==> src/rtl/wb_regfile_if.sv <==
// wb_regfile_if: MEM/WB write-back inputs, decode/debug read ports and status outputs of the register file
interface wb_regfile_if #(parameter int WIDTH = 32);
   logic             mem2reg_wr;
   logic             regwr_wr;
   logic             link_wr;
   logic             overflow_wr;
   logic [WIDTH-1:0] alu_result_wr;
   logic [WIDTH-1:0] mem_data_wr;
   logic [4:0]       rw_wr;
   logic [WIDTH-1:0] pc_wr;
   logic [4:0]       ra;
   logic [4:0]       rb;
   logic [WIDTH-1:0] bus_a;
   logic [WIDTH-1:0] bus_b;
   logic [4:0]       dbg_addr;
   logic [WIDTH-1:0] dbg_data;
   logic             ovf_clr;
   logic             ovf_flag;
   logic [WIDTH-1:0] ovf_epc;
   logic [31:0]      wb_count;
   modport master (
      output mem2reg_wr, regwr_wr, link_wr, overflow_wr, alu_result_wr, mem_data_wr,
             rw_wr, pc_wr, ra, rb, dbg_addr, ovf_clr,
      input  bus_a, bus_b, dbg_data, ovf_flag, ovf_epc, wb_count
   );
   modport slave (
      input  mem2reg_wr, regwr_wr, link_wr, overflow_wr, alu_result_wr, mem_data_wr,
             rw_wr, pc_wr, ra, rb, dbg_addr, ovf_clr,
      output bus_a, bus_b, dbg_data, ovf_flag, ovf_epc, wb_count
   );
endinterface

==> src/rtl/wb_regfile.sv <==
// wb_regfile: write-back select, 32x32 register file with write-through bypass, overflow record and write counter
module wb_regfile #(
   parameter int WIDTH       = 32,
   parameter int LINK_OFFSET = 8
) (
   input logic        clk,
   input logic        rst_n,
   wb_regfile_if.slave bus
);
   logic [WIDTH-1:0] regs_q [0:31];
   logic [WIDTH-1:0] wdata;
   logic             we;
   logic             cap;
   logic             flag_q, flag_d;
   logic [WIDTH-1:0] epc_q, epc_d;
   logic [31:0]      cnt_q, cnt_d;
   // write-back value select, commit enable and next-state of the status registers
   always_comb begin
      wdata  = bus.link_wr ? bus.pc_wr + WIDTH'(LINK_OFFSET) :
               bus.mem2reg_wr ? bus.mem_data_wr : bus.alu_result_wr;
      we     = bus.regwr_wr & ~bus.overflow_wr & (bus.rw_wr != 5'd0);
      cap    = bus.regwr_wr & bus.overflow_wr;
      flag_d = cap ? 1'b1 : bus.ovf_clr ? 1'b0 : flag_q;
      epc_d  = (cap && (!flag_q || bus.ovf_clr)) ? bus.pc_wr : epc_q;
      cnt_d  = we ? cnt_q + 32'd1 : cnt_q;
   end
   // register file commit; entry 0 is only ever reset, never written
   always_ff @(posedge clk or negedge rst_n)
      if (!rst_n) begin
         for (int i = 0; i < 32; i++) regs_q[i] <= '0;
      end else if (we) regs_q[bus.rw_wr] <= wdata;
   // overflow record and committed-write counter
   always_ff @(posedge clk or negedge rst_n)
      if (!rst_n) begin
         flag_q <= 1'b0;
         epc_q  <= '0;
         cnt_q  <= '0;
      end else begin
         flag_q <= flag_d;
         epc_q  <= epc_d;
         cnt_q  <= cnt_d;
      end
   // combinational reads: decode ports see the value being written this cycle, debug port does not
   always_comb begin
      bus.bus_a    = (bus.ra == 5'd0) ? '0 : (we && bus.ra == bus.rw_wr) ? wdata : regs_q[bus.ra];
      bus.bus_b    = (bus.rb == 5'd0) ? '0 : (we && bus.rb == bus.rw_wr) ? wdata : regs_q[bus.rb];
      bus.dbg_data = (bus.dbg_addr == 5'd0) ? '0 : regs_q[bus.dbg_addr];
      bus.ovf_flag = flag_q;
      bus.ovf_epc  = epc_q;
      bus.wb_count = cnt_q;
   end
endmodule

==> src/flat_wrapper.sv <==
// flat-port wrapper written by rule: the top's interface ports become plain ports
module wb_regfile_flat 
#(
   parameter int WIDTH       = 32,
   parameter int LINK_OFFSET = 8
)
  (clk, rst_n, bus_mem2reg_wr, bus_regwr_wr, bus_link_wr, bus_overflow_wr, bus_alu_result_wr, bus_mem_data_wr, bus_rw_wr, bus_pc_wr, bus_ra, bus_rb, bus_dbg_addr, bus_ovf_clr, bus_bus_a, bus_bus_b, bus_dbg_data, bus_ovf_flag, bus_ovf_epc, bus_wb_count);
  wb_regfile_if #(.WIDTH(WIDTH)) bus_i ();
  input logic clk;
  input logic rst_n;
  input wire logic [$bits(bus_i.mem2reg_wr)-1:0] bus_mem2reg_wr;
  input wire logic [$bits(bus_i.regwr_wr)-1:0] bus_regwr_wr;
  input wire logic [$bits(bus_i.link_wr)-1:0] bus_link_wr;
  input wire logic [$bits(bus_i.overflow_wr)-1:0] bus_overflow_wr;
  input wire logic [$bits(bus_i.alu_result_wr)-1:0] bus_alu_result_wr;
  input wire logic [$bits(bus_i.mem_data_wr)-1:0] bus_mem_data_wr;
  input wire logic [$bits(bus_i.rw_wr)-1:0] bus_rw_wr;
  input wire logic [$bits(bus_i.pc_wr)-1:0] bus_pc_wr;
  input wire logic [$bits(bus_i.ra)-1:0] bus_ra;
  input wire logic [$bits(bus_i.rb)-1:0] bus_rb;
  input wire logic [$bits(bus_i.dbg_addr)-1:0] bus_dbg_addr;
  input wire logic [$bits(bus_i.ovf_clr)-1:0] bus_ovf_clr;
  output wire logic [$bits(bus_i.bus_a)-1:0] bus_bus_a;
  output wire logic [$bits(bus_i.bus_b)-1:0] bus_bus_b;
  output wire logic [$bits(bus_i.dbg_data)-1:0] bus_dbg_data;
  output wire logic [$bits(bus_i.ovf_flag)-1:0] bus_ovf_flag;
  output wire logic [$bits(bus_i.ovf_epc)-1:0] bus_ovf_epc;
  output wire logic [$bits(bus_i.wb_count)-1:0] bus_wb_count;
  assign bus_i.mem2reg_wr = bus_mem2reg_wr;
  assign bus_i.regwr_wr = bus_regwr_wr;
  assign bus_i.link_wr = bus_link_wr;
  assign bus_i.overflow_wr = bus_overflow_wr;
  assign bus_i.alu_result_wr = bus_alu_result_wr;
  assign bus_i.mem_data_wr = bus_mem_data_wr;
  assign bus_i.rw_wr = bus_rw_wr;
  assign bus_i.pc_wr = bus_pc_wr;
  assign bus_i.ra = bus_ra;
  assign bus_i.rb = bus_rb;
  assign bus_i.dbg_addr = bus_dbg_addr;
  assign bus_i.ovf_clr = bus_ovf_clr;
  assign bus_bus_a = bus_i.bus_a;
  assign bus_bus_b = bus_i.bus_b;
  assign bus_dbg_data = bus_i.dbg_data;
  assign bus_ovf_flag = bus_i.ovf_flag;
  assign bus_ovf_epc = bus_i.ovf_epc;
  assign bus_wb_count = bus_i.wb_count;
  wb_regfile #(.WIDTH(WIDTH), .LINK_OFFSET(LINK_OFFSET)) u_core (.clk(clk), .rst_n(rst_n), .bus(bus_i));
endmodule
==> config.mk <==
export PLATFORM = sky130hd
export DESIGN_NAME = wb_regfile_flat
export DESIGN_NICKNAME = d
export VERILOG_FILES = /design/src/rtl/wb_regfile_if.sv /design/src/rtl/wb_regfile.sv /design/src/flat_wrapper.sv
export SDC_FILE = /design/constraint.sdc
export NUM_CORES = 2
export LEC_CHECK = 0
export ABC_CLOCK_PERIOD_IN_PS = 3300
export CAP_MARGIN = 20
export CORE_MARGIN = 1.5
export CORE_UTILIZATION = 31
export CTS_CLUSTER_DIAMETER = 100
export DETAILED_ROUTE_END_ITERATION = 10
export SLEW_MARGIN = 20
export SYNTH_ARGS = -nofsm -noshare
export SYNTH_HDL_FRONTEND = slang
export SYNTH_SLANG_ARGS = --single-unit
==> constraint.sdc <==
create_clock -name clk -period 3.3 [get_ports clk]
set_clock_uncertainty 0.15 [all_clocks]
set_input_delay 0.33 -clock clk [delete_from_list [all_inputs] [get_ports clk]]
set_output_delay 0.33 -clock clk [all_outputs]
set_load 0.02 [all_outputs]
==> results.toml <==
[clock_tree]
clockBufferDepth = 3
clk_pin_slew_ns = 0.06
cts.sinks = 1089
ctsHtreeMaxLevel = 3
cts_tree = "built"
cts_root_buf = "clkbuf_16"
cts-buffers-inserted = 116
clkLatencyLatePin_ns = 0.78

[sta]
worstMarginPinSlew_ns = 0.908
slew_violations = 0
period_minus_slack_ns = 3.41
fmax_ghz = 0.293
finalSetupViolCount = 14
rsz0062_at_grt = "yes"
worst_hold_slack_ns = 0.0884
min_period_over_period_pct = 103
setup_slack_ns = -0.112
maxSlewHeadroom_pct = 39.3
report.final.hold_viol_count = 0

[layout]
utilization_pct = 38.8
fill_cells = 20000
num-nets-final = 6153
final_area_um2 = 81300
multiInputGateArea_um2 = 36900
final_layout_size_suffix_gt1_share_pct = 34.2
ff_latch_area_um2 = 27300
area_growth_pct = 24.6

[critical_path]
rr_startpoint = "u_core.bus.wb_count[0]"
startpoint = "u_core.regs_q[827]"
worstPathMaxFanout = 3
slowest_stage = "mux4_2"
r2r-end = "u_core.bus.wb_count[22]"
crit_path_max_incr_delay_ns = 0.54
crit_arrival_ns = 2.93
start_kind = "flop"
r2r_setup_slack_ns = 1.08
r2r_cells = 7
cp_cell_sequence = "buf_6 -> mux4_2 -> mux4_2 -> a211oi_4 -> a211oi_4 -> buf_6"
end_kind = "output port"
worstPathRequired_ns = 2.82
endpoint = "bus_bus_b[27]"
critPathKind = "reg -> out"

[die]
coreArea_um2 = 209000
die_area_um2 = 213000
die_y_um = 462
rows = 168
io_pins = 284
start_util_pct = 31.2
fp.dieW_um = 462

[power]
power_density_nw_per_um2 = 501
power.leakage_nw = 34.0
peakVddDrop_v = 0.000485
total_power_mw = 40.7

[placed_design]
gp_congestion = 0.926
port_buffers = 283
postPlaceCellArea_um2 = 75600
dpl.hpwl_um = 174000

[logic_synthesis]
synth_edf_count = 0
async_reset_ff_share_pct = 100
syn_inst = 5607
yosys.cell_count.top_type = "nand2_1"
synthTopCellsByArea = "dfrtp_1 (42%), mux4_2 (29%), nand2_1 (6.5%)"
synth_common_cells = "nand2_1 (1,129), dfrtp_1 (1,089), mux4_2 (837)"
ys.flop_type = "dfrtp_1"
netlist_area_um2 = 65300
yosysSeqAreaShare_pct = 41.7
synth-seq-cells = 1089
synth_top_area_share_pct = 41.7
yosys.area.top_type = "dfrtp_1"
synthesis.nets = 5732
syn_area_per_cell_um2 = 11.6
synth_cell_type_count = 67
ys_warn_count = 0

[route]
drt_iter0_markers = 6383
firstDrtPassIters = 7
wl_per_cell_um = 29.2
antenna_left = 0
routed_wirelength_um = 261000
vias = 52900
drc = 0
vias_per_cell = 5.91

[hold_path]
hold_class = "in -> reg"

[job]
maxCapViolCount = 0

[global_routing]
antenna_found_initial = 10
grt_pass1_vias = 52700
grt_max_degree = 130
grtUsageTotal_pct = 24.4
overflow = 0
grt_first_pass_wirelength_um = 379000

[outcome]
violations = "negative setup slack"
status = "finished with violations"
[cell usage in the layout, fill, tap and decap left out, types with 50 or more instances in the layout]
| master | n |
|---|---|
| dfrtp_1 | 1089 |
| mux4_2 | 837 |
| buf_4 | 492 |
| buf_6 | 58 |
| nand2_1 | 1105 |
| o21ai_1 | 150 |
| o21ai_2 | 59 |
| o21ai_0 | 800 |
| mux2_2 | 50 |
| clkbuf_16 | 120 |
| clkdlybuf4s50_1 | 151 |
| buf_12 | 160 |
| nor2_1 | 76 |
| mux2i_1 | 202 |
| nand3_1 | 55 |
[power by group]
part / total [mW] / internal [mW] / switching, mW
Combinational: 10.3 / 5.29 / 4.99
Clock: 13.6 / 7.58 / 5.97
Sequential: 16.9 / 15.1 / 1.80
Total: 40.7 / 28.0 / 12.8
[worst max-delay path, delay by kind of cell (launching register included)]
kind | cells | cell delay [ns]
compound gates | 2 | 0.48
flops | 1 | 0.40
buf+inv | 2 | 0.28
mux | 2 | 0.99
[worst min-delay path by stage]
| stage | from | to | slack, ns | cells after the start |
|---|---|---|---|---|
| after floorplan | rst_n | u_core.bus.ovf_epc[0] | -0.12 | 0 |
| after global placement | rst_n | u_core.bus.ovf_epc[7] | 0.15 | 1 |
| after detailed placement | rst_n | u_core.bus.ovf_epc[7] | 0.15 | 1 |
| after CTS | bus_pc_wr[7] | u_core.bus.ovf_epc[7] | 0.04 | 3 |
| after global routing | bus_pc_wr[7] | u_core.bus.ovf_epc[7] | 0.09 | 3 |
| final | bus_pc_wr[7] | u_core.bus.ovf_epc[7] | 0.09 | 3 |
[stage by stage]
| step | setup TNS (ns) | std cells | setup slack [ns] |
|---|---|---|---|
| 3_5_place_dp | -28.02 | 8648 | -0.583 |
| 2_1_floorplan | 0 | 5607 | 0.265 |
| 4_1_cts | -2.30 | 8887 | -0.202 |
| 3_3_place_gp | -29.05 | 8648 | -0.695 |
| 6_report | -0.744 | 8939 | -0.112 |
| 5_1_grt | -2.53 | 8933 | -0.203 |
[registers in the layout (all words and copies together), names as in the netlist]
register             cells
u_core.bus.ovf_epc      32
u_core.bus.ovf_flag      1
u_core.bus.wb_count     32
u_core.regs_q         1024
[layout make-up]
| cell class | instances | share of cell area [%] |
|---|---|---|
| multi-input combinational | 3879 | 45.3 |
| sequential | 1089 | 33.5 |
| timing repair buffer | 928 | 12.0 |
| tap | 2805 | 4.32 |
| clock buffer | 163 | 4.24 |
| clock inverter | 51 | 0.535 |
| inverter | 14 | 0.0646 |
| antenna | 10 | 0.0308 |
[layer usage]
layer	GRT usage, %	share of wire [%]	vias up
met4	13.1	6.1	4
met5	0	0.0081	-
met3	5.88	10	707
met2	38.0	46	3233
li1	-	-	21900
met1	31.3	38	27000
[what timing repair did]
action | CTS | global route
pin swaps | 33 | 29
gates resized for setup | 276 | 148
hold buffers | 11 | 6
buffers inserted | 24 | 45
hold endpoints to repair | 573 | 6
cloned | 1 | 0
endpoints found under the setup margin | 85 | 75
[kinds of logic (layout without fill, tap and decap cells)]
| kind of cell | count (synthesis) | count (layout) | share of synthesized area (%) |
|---|---|---|---|
| AOI/OAI and AO/OA | 1290 | 1290 | 11.4 |
| xor gates and xnor gates | 53 | 53 | 0.711 |
| adders and majority gates | 2 | 2 | 0.0383 |
| buffers and inverters | 639 | 1156 | 4.12 |
| DFF | 1089 | 1089 | 41.7 |
| muxes | 1104 | 1104 | 33.1 |
| other | 0 | 10 | 0 |
| and+or+nand+nor | 1430 | 1430 | 8.97 |
No activity file was read; power rests on OpenSTA's default activity.
